==> src/rtl/mc_control_pkg.sv <==
// Shared definitions for the multi-cycle MIPS control unit.
//   state_t  : FSM state encoding (also exported on the debug state port)
//   iclass_t : instruction class produced by the decoder
//   OP_*/FN_*: supported opcode and R-type function codes
//   *_SEL/ALU_*/EXT_*/NPC_*: datapath select encodings
package mc_control_pkg;

   typedef enum logic [2:0] {
      S_FETCH  = 3'd0,
      S_DECODE = 3'd1,
      S_EXEC   = 3'd2,
      S_MEM    = 3'd3,
      S_WB     = 3'd4,
      S_MDU    = 3'd5
   } state_t;

   typedef enum logic [2:0] {
      C_ALU,   // register-writing ops that go EXEC -> WB (incl. ori/lui/mfhi/mflo)
      C_LW,
      C_SW,
      C_BEQ,
      C_JR,
      C_JAL,
      C_MULT,
      C_ILL
   } iclass_t;

   localparam logic [5:0] OP_RTYPE = 6'h00;
   localparam logic [5:0] OP_JAL   = 6'h03;
   localparam logic [5:0] OP_BEQ   = 6'h04;
   localparam logic [5:0] OP_ORI   = 6'h0d;
   localparam logic [5:0] OP_LUI   = 6'h0f;
   localparam logic [5:0] OP_LW    = 6'h23;
   localparam logic [5:0] OP_SW    = 6'h2b;

   localparam logic [5:0] FN_JR    = 6'h08;
   localparam logic [5:0] FN_MFHI  = 6'h10;
   localparam logic [5:0] FN_MFLO  = 6'h12;
   localparam logic [5:0] FN_MULT  = 6'h18;
   localparam logic [5:0] FN_ADDU  = 6'h21;
   localparam logic [5:0] FN_SUBU  = 6'h23;
   localparam logic [5:0] FN_OR    = 6'h25;
   localparam logic [5:0] FN_XOR   = 6'h26;

   localparam int REGDST_RT  = 0;
   localparam int REGDST_RD  = 1;
   localparam int REGDST_RA  = 2;

   localparam int ALUSRC_RD2 = 0;
   localparam int ALUSRC_EXT = 1;

   localparam int TOREG_ALU  = 0;
   localparam int TOREG_MDR  = 1;
   localparam int TOREG_EXT  = 2;
   localparam int TOREG_PC4  = 3;
   localparam int TOREG_HI   = 4;
   localparam int TOREG_LO   = 5;

   localparam int NPC_SEQ    = 0;
   localparam int NPC_BEQ    = 1;
   localparam int NPC_JAL    = 2;
   localparam int NPC_JR     = 3;

   localparam int ALU_NOP    = 0;
   localparam int ALU_OR     = 1;
   localparam int ALU_ADD    = 2;
   localparam int ALU_SUB    = 3;
   localparam int ALU_XOR    = 5;

   localparam int EXT_ZERO   = 0;
   localparam int EXT_SIGN   = 1;
   localparam int EXT_LUI    = 2;

endpackage

==> src/rtl/mc_control_if.sv <==
// Control <-> datapath/memory bundle for mc_control.
//   master : the control unit (reads Op/Func/Zero/mem_ready, drives strobes/selects)
//   slave  : the datapath + memory side
interface mc_control_if #(
   parameter int SEL_W   = 3,
   parameter int ALUOP_W = 4
);
   logic [5:0]         Op;
   logic [5:0]         Func;
   logic               Zero;
   logic               mem_ready;

   logic               mem_req;
   logic               MemWrite;
   logic               IRWrite;
   logic               PCWrite;
   logic               RegWrite;
   logic               HiLoWrite;
   logic [SEL_W-1:0]   RegDstSel;
   logic [SEL_W-1:0]   ALUSrcSel;
   logic [SEL_W-1:0]   toRegSel;
   logic [SEL_W-1:0]   NPCOp;
   logic [ALUOP_W-1:0] ALUOp;
   logic [SEL_W-1:0]   EXTOp;
   logic               illegal;
   logic [2:0]         state;

   modport master (
      input  Op, Func, Zero, mem_ready,
      output mem_req, MemWrite, IRWrite, PCWrite, RegWrite, HiLoWrite,
             RegDstSel, ALUSrcSel, toRegSel, NPCOp, ALUOp, EXTOp, illegal, state
   );

   modport slave (
      output Op, Func, Zero, mem_ready,
      input  mem_req, MemWrite, IRWrite, PCWrite, RegWrite, HiLoWrite,
             RegDstSel, ALUSrcSel, toRegSel, NPCOp, ALUOp, EXTOp, illegal, state
   );
endinterface

==> src/rtl/mc_control_decode.sv <==
// Combinational instruction decoder for mc_control.
//   op, func : IR[31:26], IR[5:0]
//   iclass   : sequencing class (C_ILL for anything unsupported)
//   regdst, alusrc, toreg, aluop, extop : datapath selects for the instruction
module mc_control_decode import mc_control_pkg::*; #(
   parameter int SEL_W   = 3,
   parameter int ALUOP_W = 4
) (
   input  logic [5:0]         op,
   input  logic [5:0]         func,
   output iclass_t            iclass,
   output logic [SEL_W-1:0]   regdst,
   output logic [SEL_W-1:0]   alusrc,
   output logic [SEL_W-1:0]   toreg,
   output logic [ALUOP_W-1:0] aluop,
   output logic [SEL_W-1:0]   extop
);

   always_comb begin
      iclass = C_ILL;
      regdst = '0;
      alusrc = '0;
      toreg  = '0;
      aluop  = '0;
      extop  = '0;
      case (op)
         OP_RTYPE: begin
            case (func)
               FN_ADDU: begin iclass = C_ALU;  regdst = SEL_W'(REGDST_RD); aluop = ALUOP_W'(ALU_ADD); end
               FN_SUBU: begin iclass = C_ALU;  regdst = SEL_W'(REGDST_RD); aluop = ALUOP_W'(ALU_SUB); end
               FN_OR:   begin iclass = C_ALU;  regdst = SEL_W'(REGDST_RD); aluop = ALUOP_W'(ALU_OR);  end
               FN_XOR:  begin iclass = C_ALU;  regdst = SEL_W'(REGDST_RD); aluop = ALUOP_W'(ALU_XOR); end
               FN_MFHI: begin iclass = C_ALU;  regdst = SEL_W'(REGDST_RD); toreg = SEL_W'(TOREG_HI); end
               FN_MFLO: begin iclass = C_ALU;  regdst = SEL_W'(REGDST_RD); toreg = SEL_W'(TOREG_LO); end
               FN_JR:   iclass = C_JR;
               FN_MULT: iclass = C_MULT;
               default: iclass = C_ILL;
            endcase
         end
         OP_ORI: begin
            iclass = C_ALU;
            alusrc = SEL_W'(ALUSRC_EXT);
            aluop  = ALUOP_W'(ALU_OR);
            extop  = SEL_W'(EXT_ZERO);
         end
         OP_LUI: begin
            iclass = C_ALU;
            toreg  = SEL_W'(TOREG_EXT);
            extop  = SEL_W'(EXT_LUI);
         end
         OP_LW: begin
            iclass = C_LW;
            alusrc = SEL_W'(ALUSRC_EXT);
            toreg  = SEL_W'(TOREG_MDR);
            aluop  = ALUOP_W'(ALU_ADD);
            extop  = SEL_W'(EXT_SIGN);
         end
         OP_SW: begin
            iclass = C_SW;
            alusrc = SEL_W'(ALUSRC_EXT);
            aluop  = ALUOP_W'(ALU_ADD);
            extop  = SEL_W'(EXT_SIGN);
         end
         OP_BEQ: begin
            iclass = C_BEQ;
            aluop  = ALUOP_W'(ALU_SUB);
            extop  = SEL_W'(EXT_SIGN);  // branch offset
         end
         OP_JAL: begin
            iclass = C_JAL;
            regdst = SEL_W'(REGDST_RA);
            toreg  = SEL_W'(TOREG_PC4);
         end
         default: iclass = C_ILL;
      endcase
   end

endmodule

==> src/rtl/mc_control.sv <==
// Multi-cycle MIPS control unit.
//   clk, rst_n : clock (rising edge), asynchronous active-low reset
//   bus        : mc_control_if master -- Op/Func/Zero/mem_ready in; memory
//                handshake, write strobes, datapath selects, illegal flag and
//                debug state out.
// Each instruction is decoded once in S_DECODE; its class and selects are
// latched there so later states do not depend on the decoder.
module mc_control import mc_control_pkg::*; #(
   parameter int SEL_W      = 3,
   parameter int ALUOP_W    = 4,
   parameter int MDU_CYCLES = 5,
   parameter int CNT_W      = 4
) (
   input  logic         clk,
   input  logic         rst_n,
   mc_control_if.master bus
);

   iclass_t            dec_class;
   logic [SEL_W-1:0]   dec_regdst, dec_alusrc, dec_toreg, dec_extop;
   logic [ALUOP_W-1:0] dec_aluop;

   mc_control_decode #(.SEL_W(SEL_W), .ALUOP_W(ALUOP_W)) u_decode (
      .op     (bus.Op),
      .func   (bus.Func),
      .iclass (dec_class),
      .regdst (dec_regdst),
      .alusrc (dec_alusrc),
      .toreg  (dec_toreg),
      .aluop  (dec_aluop),
      .extop  (dec_extop)
   );

   state_t             st;
   iclass_t            cls_q;
   logic [CNT_W-1:0]   cnt;
   logic [SEL_W-1:0]   regdst_q, alusrc_q, toreg_q, extop_q;
   logic [ALUOP_W-1:0] aluop_q;

   always_ff @(posedge clk or negedge rst_n) begin
      if (!rst_n) begin
         st       <= S_FETCH;
         cls_q    <= C_ILL;
         cnt      <= '0;
         regdst_q <= '0;
         alusrc_q <= '0;
         toreg_q  <= '0;
         aluop_q  <= '0;
         extop_q  <= '0;
      end else begin
         case (st)
            S_FETCH: if (bus.mem_ready) st <= S_DECODE;
            S_DECODE: begin
               cls_q    <= dec_class;
               regdst_q <= dec_regdst;
               alusrc_q <= dec_alusrc;
               toreg_q  <= dec_toreg;
               aluop_q  <= dec_aluop;
               extop_q  <= dec_extop;
               case (dec_class)
                  C_ILL:   st <= S_FETCH;
                  C_JAL:   st <= S_WB;
                  default: st <= S_EXEC;
               endcase
            end
            S_EXEC: begin
               case (cls_q)
                  C_ALU:       st <= S_WB;
                  C_LW, C_SW:  st <= S_MEM;
                  C_MULT: begin
                     cnt <= CNT_W'(MDU_CYCLES - 1);
                     st  <= S_MDU;
                  end
                  default:     st <= S_FETCH;  // beq, jr
               endcase
            end
            S_MEM: if (bus.mem_ready) st <= (cls_q == C_LW) ? S_WB : S_FETCH;
            S_MDU: begin
               if (cnt == '0) st  <= S_FETCH;
               else           cnt <= cnt - 1'b1;
            end
            S_WB:    st <= S_FETCH;
            default: st <= S_FETCH;
         endcase
      end
   end

   logic               mem_req, memwrite, irwrite, pcwrite, regwrite, hilowrite, illegal;
   logic [SEL_W-1:0]   npcop, regdst, alusrc, toreg, extop;
   logic [ALUOP_W-1:0] aluop;

   // Strobes come from the registered state; rst_n gates them so that
   // nothing (mem_req included) is asserted while reset is held.
   always_comb begin
      mem_req   = 1'b0;
      memwrite  = 1'b0;
      irwrite   = 1'b0;
      pcwrite   = 1'b0;
      regwrite  = 1'b0;
      hilowrite = 1'b0;
      illegal   = 1'b0;
      npcop     = SEL_W'(NPC_SEQ);
      if (rst_n) begin
         case (st)
            S_FETCH: begin
               mem_req = 1'b1;
               irwrite = bus.mem_ready;
            end
            S_DECODE: begin
               if (dec_class == C_ILL) begin
                  illegal = 1'b1;
                  pcwrite = 1'b1;
               end
            end
            S_EXEC: begin
               if (cls_q == C_BEQ) begin
                  pcwrite = 1'b1;
                  npcop   = bus.Zero ? SEL_W'(NPC_BEQ) : SEL_W'(NPC_SEQ);
               end else if (cls_q == C_JR) begin
                  pcwrite = 1'b1;
                  npcop   = SEL_W'(NPC_JR);
               end
            end
            S_MEM: begin
               mem_req  = 1'b1;
               memwrite = (cls_q == C_SW);
               pcwrite  = (cls_q == C_SW) && bus.mem_ready;
            end
            S_MDU: begin
               hilowrite = (cnt == '0);
               pcwrite   = (cnt == '0);
            end
            S_WB: begin
               regwrite = 1'b1;
               pcwrite  = 1'b1;
               npcop    = (cls_q == C_JAL) ? SEL_W'(NPC_JAL) : SEL_W'(NPC_SEQ);
            end
            default: ;
         endcase
      end
   end

   // In S_DECODE the latched copies are not yet loaded, so the decoder
   // drives the selects directly for that one cycle.
   always_comb begin
      regdst = '0;
      alusrc = '0;
      toreg  = '0;
      aluop  = '0;
      extop  = '0;
      if (st == S_DECODE) begin
         regdst = dec_regdst;
         alusrc = dec_alusrc;
         toreg  = dec_toreg;
         aluop  = dec_aluop;
         extop  = dec_extop;
      end else if (st != S_FETCH) begin
         regdst = regdst_q;
         alusrc = alusrc_q;
         toreg  = toreg_q;
         aluop  = aluop_q;
         extop  = extop_q;
      end
   end

   assign bus.mem_req   = mem_req;
   assign bus.MemWrite  = memwrite;
   assign bus.IRWrite   = irwrite;
   assign bus.PCWrite   = pcwrite;
   assign bus.RegWrite  = regwrite;
   assign bus.HiLoWrite = hilowrite;
   assign bus.illegal   = illegal;
   assign bus.NPCOp     = npcop;
   assign bus.RegDstSel = regdst;
   assign bus.ALUSrcSel = alusrc;
   assign bus.toRegSel  = toreg;
   assign bus.ALUOp     = aluop;
   assign bus.EXTOp     = extop;
   assign bus.state     = st;

endmodule

==> src/flat_wrapper.sv <==
// flat-port wrapper written by rule: the top's interface ports become plain ports
module mc_control_flat import mc_control_pkg::*;
#(
   parameter int SEL_W      = 3,
   parameter int ALUOP_W    = 4,
   parameter int MDU_CYCLES = 5,
   parameter int CNT_W      = 4
)
  (clk, rst_n, bus_Op, bus_Func, bus_Zero, bus_mem_ready, bus_mem_req, bus_MemWrite, bus_IRWrite, bus_PCWrite, bus_RegWrite, bus_HiLoWrite, bus_RegDstSel, bus_ALUSrcSel, bus_toRegSel, bus_NPCOp, bus_ALUOp, bus_EXTOp, bus_illegal, bus_state);
  mc_control_if #(.SEL_W(SEL_W), .ALUOP_W(ALUOP_W)) bus_i ();
  input  logic clk;
  input  logic rst_n;
  input wire logic [$bits(bus_i.Op)-1:0] bus_Op;
  input wire logic [$bits(bus_i.Func)-1:0] bus_Func;
  input wire logic [$bits(bus_i.Zero)-1:0] bus_Zero;
  input wire logic [$bits(bus_i.mem_ready)-1:0] bus_mem_ready;
  output wire logic [$bits(bus_i.mem_req)-1:0] bus_mem_req;
  output wire logic [$bits(bus_i.MemWrite)-1:0] bus_MemWrite;
  output wire logic [$bits(bus_i.IRWrite)-1:0] bus_IRWrite;
  output wire logic [$bits(bus_i.PCWrite)-1:0] bus_PCWrite;
  output wire logic [$bits(bus_i.RegWrite)-1:0] bus_RegWrite;
  output wire logic [$bits(bus_i.HiLoWrite)-1:0] bus_HiLoWrite;
  output wire logic [$bits(bus_i.RegDstSel)-1:0] bus_RegDstSel;
  output wire logic [$bits(bus_i.ALUSrcSel)-1:0] bus_ALUSrcSel;
  output wire logic [$bits(bus_i.toRegSel)-1:0] bus_toRegSel;
  output wire logic [$bits(bus_i.NPCOp)-1:0] bus_NPCOp;
  output wire logic [$bits(bus_i.ALUOp)-1:0] bus_ALUOp;
  output wire logic [$bits(bus_i.EXTOp)-1:0] bus_EXTOp;
  output wire logic [$bits(bus_i.illegal)-1:0] bus_illegal;
  output wire logic [$bits(bus_i.state)-1:0] bus_state;
  assign bus_i.Op = bus_Op;
  assign bus_i.Func = bus_Func;
  assign bus_i.Zero = bus_Zero;
  assign bus_i.mem_ready = bus_mem_ready;
  assign bus_mem_req = bus_i.mem_req;
  assign bus_MemWrite = bus_i.MemWrite;
  assign bus_IRWrite = bus_i.IRWrite;
  assign bus_PCWrite = bus_i.PCWrite;
  assign bus_RegWrite = bus_i.RegWrite;
  assign bus_HiLoWrite = bus_i.HiLoWrite;
  assign bus_RegDstSel = bus_i.RegDstSel;
  assign bus_ALUSrcSel = bus_i.ALUSrcSel;
  assign bus_toRegSel = bus_i.toRegSel;
  assign bus_NPCOp = bus_i.NPCOp;
  assign bus_ALUOp = bus_i.ALUOp;
  assign bus_EXTOp = bus_i.EXTOp;
  assign bus_illegal = bus_i.illegal;
  assign bus_state = bus_i.state;
  mc_control #(.SEL_W(SEL_W), .ALUOP_W(ALUOP_W), .MDU_CYCLES(MDU_CYCLES), .CNT_W(CNT_W)) u_core (.clk(clk), .rst_n(rst_n), .bus(bus_i));
endmodule
==> config.mk <==
export PLATFORM = sky130hd
export DESIGN_NAME = mc_control_flat
export DESIGN_NICKNAME = d
export VERILOG_FILES = /design/src/rtl/mc_control_pkg.sv /design/src/rtl/mc_control_if.sv /design/src/rtl/mc_control_decode.sv /design/src/rtl/mc_control.sv /design/src/flat_wrapper.sv
export SDC_FILE = /design/constraint.sdc
export NUM_CORES = 1
export LEC_CHECK = 0
export ABC_AREA = 1
export ABC_CLOCK_PERIOD_IN_PS = 2400
export CAP_MARGIN = 40
export CORE_MARGIN = 8
export CORE_UTILIZATION = 30
export CTS_BUF_LIST = sky130_fd_sc_hd__clkbuf_16
export DETAILED_ROUTE_END_ITERATION = 7
export HOLD_SLACK_MARGIN = 0.03
export SETUP_SLACK_MARGIN = 0.05
export SYNTH_ARGS = -nofsm -noshare
export SYNTH_HDL_FRONTEND = slang
export SYNTH_SLANG_ARGS = --single-unit
==> constraint.sdc <==
create_clock -name clk -period 2.4 [get_ports clk]
set_input_delay 0.72 -clock clk [delete_from_list [all_inputs] [get_ports clk]]
set_output_delay 0.72 -clock clk [all_outputs]
set_load 0.02 [all_outputs]
; ---- Word level (Yosys, flattened, before mapping)
; Index checks and enable logic that the tools add are counted.
[word_totals]
wordCells = 110
reg_bits = 26
[op_classes]
muxes = 53
n_reduce_logical = 16
n_eq_ne = 32
add_sub_neg = 1
[op_table]
columns = op, n
row1 = 3-bit two-way mux, 14
row2 = "6-bit equality test, second input constant", 6
row3 = 3-bit case mux with 4 select lines, 3
row4 = "3-bit equality test, second input constant", 7
row5 = 1-bit two-way mux, 19
row6 = "6-bit by 4-bit equality test with 1-bit output, second input constant", 3
row7 = "6-bit by 5-bit equality test with 1-bit output, second input constant", 3
row8 = 3-bit case mux with 2 select lines, 3
row9 = 3-bit case mux with 3 select lines, 2
row10 = 3-bit case mux with 6 select lines, 1
row11 = 4-bit two-way mux, 4
row12 = 3-bit case mux with 5 select lines, 1
row13 = "3-bit by 2-bit equality test with 1-bit output, second input constant", 4
row14 = "2-bit inequality test, second input constant", 4
row15 = 2-bit case mux with 2 select lines, 2
row16 = 4-bit case mux with 2 select lines, 1
row17 = 2-bit OR reduction, 4
row18 = "3-bit by 1-bit equality test with 1-bit output, second input constant", 2
row19 = "6-bit by 2-bit equality test with 1-bit output, second input constant", 1
row20 = "6-bit by 3-bit equality test with 1-bit output, second input constant", 1
row21 = 3-bit logical NOT, 2
row22 = 6-bit logical NOT, 1
row23 = 3-bit AND reduction, 2
row24 = 3-bit OR reduction, 2
row25 = other kinds (9), 10

; ---- Longest topological paths before layout
; Gate-level depths: netlist (run 1).
[depth]
word_depth = 8
ltp_mapped = 11
ltp_nobuf = 11

; ---- Cells and area by module
; Synthesis (run 1) repeated with hierarchy kept, for this count alone.
[unflattened]
hier_cells = 283
hier_area_um2 = 2000.7
[modules_own_cells]
columns = module, seq_area_each_um2, n_inst, area_per_inst_um2, cells_each
row1 = mc_control, 654.4, 1, 1586.5, 197
row2 = mc_control_decode, 0.0, 1, 414.1, 86

; ---- Least setup slack after synthesis (run 1)
; No wires, ideal clock.
[synth_timing]
path_kind = input -> output
from = input port bus_Op[3]
to = output port bus_illegal
path_stages = 7
arrival_ps = 1810
n_path_buf = 0
slack_ps = -130
cell_sequence = nor2_2 -> nand3_4 -> nor2_1 -> nand2_1 -> nand3_2 -> nand2_2 -> nor3_1
[synth_between]
elab_chain_cells = 7
elab_cells_between_ends = 13
cone_classes = eq/ne: 7 / mux: 4 / reduce/logical: 2
[synth_rtl]
columns = element, line_no
row1 = "start, declared", flat_wrapper.sv:13  ; input wire logic [$bits(bus_i.Op)-1:0] bus_Op;
row2 = 6-bit by 4-bit equality test with 1-bit output, mc_control_decode.sv:26  ; case (op)
row3 = 2-bit OR reduction (no line), --
row4 = 3-bit case mux with 6 select lines (*), mc_control_decode.sv:26
row5 = 3-bit equality test (*), mc_control.sv:110  ; if (dec_class == C_ILL) begin
row6 = 1-bit two-way mux (*), mc_control.sv:110
row7 = 1-bit two-way mux (*), mc_control.sv:104  ; case (st)
row8 = 1-bit two-way mux (*), mc_control.sv:103  ; if (rst_n) begin
row9 = "end, declared", flat_wrapper.sv:29  ; output wire logic [$bits(bus_i.illegal)-1:0] bus_illegal;
; Mark *: on every way between the ends. The rest lies on a longest branch, timed or not.

; ---- Worst setup path after layout (run 1)
[layout_timing]
from = input port bus_Op[5]
to = output port bus_PCWrite
[layout_between]
elab_chain_cells = 7
elab_cells_between_ends = 13
cone_classes = eq/ne: 7 / mux: 4 / reduce/logical: 2
[layout_rtl]
columns = element, line_no
row1 = 6-bit by 4-bit equality test with 1-bit output, mc_control_decode.sv:26
row2 = 2-bit OR reduction (no line), --
row3 = 3-bit case mux with 6 select lines (*), mc_control_decode.sv:26
row4 = 3-bit equality test (*), mc_control.sv:110
row5 = 1-bit two-way mux (*), mc_control.sv:110
row6 = 1-bit case mux with 5 select lines (*), mc_control.sv:104
row7 = 1-bit two-way mux (*), mc_control.sv:103
row8 = "end, declared", flat_wrapper.sv:20  ; output wire logic [$bits(bus_i.PCWrite)-1:0] bus_PCWrite;
; Marked as above.

==> results.cfg, run 1 <==
[outcome]
status = finished, violations left
violations = setup timing

[yosys]
synth_top_family_by_area = simple AND/OR/NAND/NOR gates
synthesis.instances = 242
ys_seq_area_share_pct = 33.02
yosys_warnings = 0
synthSimpleGateAreaFrac_pct = 41.30
synth_compound_area_share_pct = 11.48
synth_adder_area_share_pct = 1.561
synth_mux_area_share_pct = 0
synthDistinctLibCells = 29
syn_area_um2 = 1603
ys_seq_elements = 21
synth.avg_cell_area_um2 = 6.623
synth-xor-area-share_pct = 0

[worst_setup_path]
r2r_start = u_core.bus.state[0]
ff2ff_setup_slack_ns = 0.88
required_ns = 1.68
reg2reg_to = u_core.cnt[3]
worstSetupStartpoint = bus_Op[5]
rr_worst_depth = 10
crit_path_max_fanout = 5
crit_end = bus_PCWrite
startpoint_type = primary input
cp.arrival_ns = 1.97
crit_type = primary input to primary output
end_kind = primary output

[timing]
setup_tns_ns = -2.279
slew_violations = 0
report.final.hold_viol_count = 0
setup_viol = 14
setup_ws_ns = -0.2889
rsz0062_at_grt = true
post-route-period-util_pct = 112.0
timing.fmax_mhz = 371.9
clock_skew_ns = 0.006078
fin_crit_ns = 2.689

[run]
cap_violations = 0

[clock_tree]
cts_tree = built
path_clk_slew_ns = 0.06
h-tree-depth = 1
clockRootBuffer = clkbuf_16
clock_path_buffers = 2
clock_latency_ns = 0.25
cts_buffers = 3
cts_sinks = 21

[global_routing]
grt_pass1_wl_um = 8673
grt_start_max_net_pins = 22
overflow = 0
grt.total_usage_pct = 13.57
antenna_found_initial = 0
grt_pass1_vias = 2029

[finish]
instances_no_fill = 420
antennaDiodeCount = 0
areaGrowthSynthToFinish_pct = 80.87
layout.nets = 369
fillers = 500
drive_above_1_share_pct = 55.14
multi_input_area_um2 = 1165
regArea_um2 = 530.5

[floorplan]
fp.dieArea_um2 = 7938
io-pin-count = 45
core_area_um2 = 5140
floorplan.initialDensity_pct = 31.18
num_rows = 26
die_h_um = 89.10
die_w_um = 89.10

[routing]
antenna_left = 0
via_count = 1934
drt-vias-per-instance = 4.605
dr.first_iter.drc_count = 100
drt_first_pass_iters = 4
wl_per_cell_um = 12.87
drc = 0
wirelength_um = 5405

[power_and_ir_drop]
power_leakage_uw = 0.001431
power_density_nw_per_um2 = 753.2
ir_worst_vdd_uv = 385.8

[place]
io_buffers = 38
gp_congestion = 0.8734
dp_cells = 397
hpwl_um = 3861

[hold_path]
hold_path_class = flop to flop
-- how the worst min path moves through the flow --
stage / startpoint / end / slack [ns] / depth (start not counted)
2_1_floorplan: rst_n / u_core.aluop_q[0] / 0.42 / 0
3_3_place_gp: u_core.aluop_q[2] / u_core.aluop_q[2] / 0.46 / 2
3_5_place_dp: u_core.aluop_q[2] / u_core.aluop_q[2] / 0.46 / 2
4_1_cts: u_core.aluop_q[2] / u_core.aluop_q[2] / 0.48 / 2
5_1_grt: u_core.alusrc_q[0] / u_core.alusrc_q[0] / 0.50 / 2
6_report: u_core.cnt[1] / u_core.cnt[1] / 0.48 / 2
-- flip-flops by register name, indices dropped and copies added (netlist names) --
register          count
u_core.cnt            4
u_core.aluop_q        3
u_core.bus.state      3
u_core.cls_q          3
u_core.toreg_q        3
u_core.extop_q        2
u_core.regdst_q       2
u_core.alusrc_q       1
-- stage by stage --
step                      hold slack [ns]  cell area [um2]  power (uW)  utilization (%)  setup slack (ns)
after global routing               0.5012             2899        2347            56.40           -0.3693
after global placement             0.4587             2446        1708            47.59            -1.090
after CTS                          0.4777             2714        2141            52.80           -0.2816
after floorplan                    0.4244             1639        1082                -           0.02375
after detailed placement           0.4631             2446        1721            47.59            -1.151
final                              0.4819             2899        2184            56.40           -0.2889
-- cells by family (layout without fill, tap and decap cells) --
group / Yosys count / count (layout)
compound gates: 34 / 34
fa+ha+maj: 2 / 2
buf+inv: 46 / 149
flops: 21 / 21
other cells: 1 / 6
simple gates: 138 / 138
-- cell type report --
class | instances | area share, %
Clock inverter | 1 | 0.1295
Timing Repair Buffer | 109 | 31.03
Sequential cell | 21 | 18.30
Multi-Input combinational cell | 180 | 40.18
Clock buffer | 3 | 2.590
Tap cell | 70 | 3.021
Inverter | 36 | 4.748
-- where the power goes --
| part | internal, uW | switching [uW] |
|---|---|---|
| combinational | 594 | 723 |
| sequential | 458 | 52.9 |
| clock | 222 | 133 |
| total | 1270 | 909 |
-- critical path: stages --
cell	delay (ns)
buf_8	0.10
nor2_4	0.17
buf_4	0.16
nand3_4	0.09
nand2_2	0.08
nor2_2	0.04
nand2_4	0.08
nand3_2	0.10
nand2_2	0.11
nor2_2	0.05
nor2_2	0.09
nor2_2	0.05
buf_6	0.12
-- metal layers --
| metal | vias to the layer above | track usage (%) | part of all wire, % |
|---|---|---|---|
| met3 | 6 | 3.401 | 4.6 |
| li1 | 986 | - | - |
| met1 | 906 | 15.87 | 45 |
| met5 | - | 0 | 0 |
| met2 | 36 | 23.77 | 50 |
| met4 | 0 | 3.927 | 0.74 |
-- cells in the mapped netlist, drive strengths merged --
cell type | n | share of area, %
ha | 2 | 1.6
a21oi | 15 | 4.7
o22ai | 1 | 0.39
dfstp | 3 | 4.9
o2111ai | 1 | 0.55
buf | 9 | 3.7
dfrtp | 18 | 28
o21ai | 13 | 4.1
nor3 | 6 | 1.9
a31oi | 1 | 0.39
nand4 | 5 | 2.0
nor2 | 40 | 11
o211ai | 2 | 0.94
o31ai | 1 | 0.47
inv | 36 | 8.4
nand3 | 26 | 10
nor3b | 1 | 0.78
conb | 1 | 0.23
nor4 | 1 | 0.39
clkbuf | 1 | 0.23
nand2 | 59 | 14
-- layout by cell type, fill, tap and decap left out, drive strengths merged --
cell             n
ha               2
nand3           26
dfrtp           18
o31ai            1
a31oi            1
clkbuf           5
o21ai           13
clkdlybuf4s50    4
dlygate4sd2      2
o211ai           2
nor3             6
nand2           59
a21oi           15
conb             6
nand4            5
buf            101
inv             37
nor2            40
o2111ai          1
nor4             1
nor3b            1
o22ai            1
dfstp            3
-- repair_timing --
action,4_1_cts,5_1_grt
hold buffers,0,0
setup buffers,14,5
endpoints found under the setup margin,20,19
pin swaps,28,24
gates resized for setup,202,52
No activity file was read; power rests on OpenSTA's default activity.
==> run 2, diff against run 1 <==
GPL_ROUTABILITY_DRIVEN = 0   (was unset)
SKIP_CTS_REPAIR_TIMING = 1   (was unset)
==> results.cfg, run 2 (synthesis gave the netlist of run 1 again) <==
[timing]
clock_skew_ns = 0.006700
post-route-period-util_pct = 112.3
slew_violations = 0
fin_crit_ns = 2.694
setup_ws_ns = -0.2943
timing.fmax_mhz = 371.2
whs_ns = 0.4753
rsz0062_at_grt = true
setup_viol = 13
report.final.hold_viol_count = 0

[clock_tree]
cts_buffers = 3
cts_tree = built
h-tree-depth = 1
clock_path_buffers = 2
path_clk_slew_ns = 0.05
cts_sinks = 21
clockRootBuffer = clkbuf_16
clock_latency_ns = 0.25

[finish]
antennaDiodeCount = 0
drive_above_1_share_pct = 45.18
multi_input_area_um2 = 1035
layout_commonest_cell = buf_4
stdcell_area_um2 = 2603
regArea_um2 = 530.5
largest_reg_flops = 4
fillers = 542
regMostFlops = u_core.cnt
areaGrowthSynthToFinish_pct = 62.37
final_cell_mix = buf_4, nand2_1, inv_1
layout.nets = 351

[global_routing]
antenna_found_initial = 0
overflow = 0
grt_pass1_wl_um = 7866
grt.total_usage_pct = 12.33
grt_start_max_net_pins = 22
grt_pass1_vias = 1822

[worst_setup_path]
cp.arrival_ns = 1.97
end_kind = primary output
required_ns = 1.68
crit_type = primary input to primary output
critPathMaxStageDelay_ns = 0.23
crit_chain = buf_8 -> nor2_4 -> nand3_4 -> inv_4 -> nand3_2 -> nand3_2 -> nand2_2 -> nor2_2 -> nor2_2 -> nor2_2 -> buf_6
crit_path_max_fanout = 5
cp_common_cell = nor2_2
crit_slowest_cell = nor2_4
startpoint_type = primary input

[routing]
wirelength_um = 4872
drt-vias-per-instance = 4.555
antenna_left = 0
drt_first_pass_iters = 5
via_count = 1831
wl_per_cell_um = 12.12
dr.first_iter.drc_count = 100
drc = 0

[place]
io_buffers = 38
dpl_cell_area_um2 = 2446
hpwl_um = 3861

[power_and_ir_drop]
p_clk_share_pct = 16.7
power_density_nw_per_um2 = 811.7
netSwitchingFraction_pct = 40.86
power_leakage_uw = 0.001376
netSwitchingPower_uw = 863.2
internal_power_uw = 1249
power_frac_comb_pct = 59.2
power_frac_seq_pct = 24.2
ir_worst_vdd_uv = 386.6

[run]
cap_violations = 0

[floorplan]
floorplan.initialDensity_pct = 31.18
fp.dieArea_um2 = 7938
core_area_um2 = 5140
io-pin-count = 45
die_h_um = 89.10
die_w_um = 89.10
num_rows = 26

[hold_path]
hold_path_class = flop to flop

[outcome]
violations = setup timing
status = finished, violations left
run 2: per-layer routing:
metal  routed length (um)  GRT usage, %
met1                 2258         15.23
met2                 2339         20.81
met3                  234         3.309
met4                   40         2.719
met5                    0             0
run 2: path summary, 6_finish.rpt:
path / startpoint / end / slack [ns] / depth (start not counted)
worst max-delay path: bus_Op[4] / bus_PCWrite / -0.29 / 11
worst min-delay path: u_core.extop_q[0] / u_core.extop_q[0] / 0.48 / 2
worst max register to register: u_core.bus.state[0] / u_core.cnt[3] / 0.89 / 10
worst min register to register: u_core.extop_q[0] / u_core.extop_q[0] / 0.48 / 2
max in group asynchronous: rst_n / u_core.cls_q[0] / 1.51 / 3
min in group asynchronous: rst_n / u_core.toreg_q[0] / 0.62 / 3
run 2: per-stage QoR:
| stage | TNS [ns] | std cells | power (uW) | util [%] | setup slack [ns] |
|---|---|---|---|---|---|
| 6_report | -2.005 | 402 | 2113 | 50.63 | -0.2943 |
| 5_1_grt | -3.056 | 402 | 2277 | 50.63 | -0.3856 |
| 4_1_cts | -17.30 | 401 | 2088 | 49.12 | -1.161 |
| 3_5_place_dp | -17.04 | 397 | 1721 | 47.59 | -1.151 |
| 3_3_place_gp | -16.84 | 397 | 1708 | 47.59 | -1.090 |
| 2_1_floorplan | 0 | 247 | 1082 | - | 0.02375 |
run 2: power by group through the flow:
stage	clock [uW]	sequential (uW)	combinational (uW)
CTS	365	510	1210
finish	352	511	1250
floorplan	0	532	550
detailed placement	0	515	1210
global placement	0	511	1200
global route	381	522	1370
run 2: cell type report:
| type | count | area share (%) |
|---|---|---|
| Sequential cell | 21 | 20.38 |
| Clock inverter | 1 | 0.1442 |
| Timing Repair Buffer | 91 | 28.17 |
| Tap cell | 70 | 3.365 |
| Clock buffer | 3 | 2.885 |
| Multi-Input combinational cell | 180 | 39.76 |
| Inverter | 36 | 5.288 |
run 2: worst max-delay path: cells and delay by family:
kind / cells / cell delay, ns
buffers and inverters: 3 / 0.32
AND/OR/NAND/NOR: 8 / 0.91
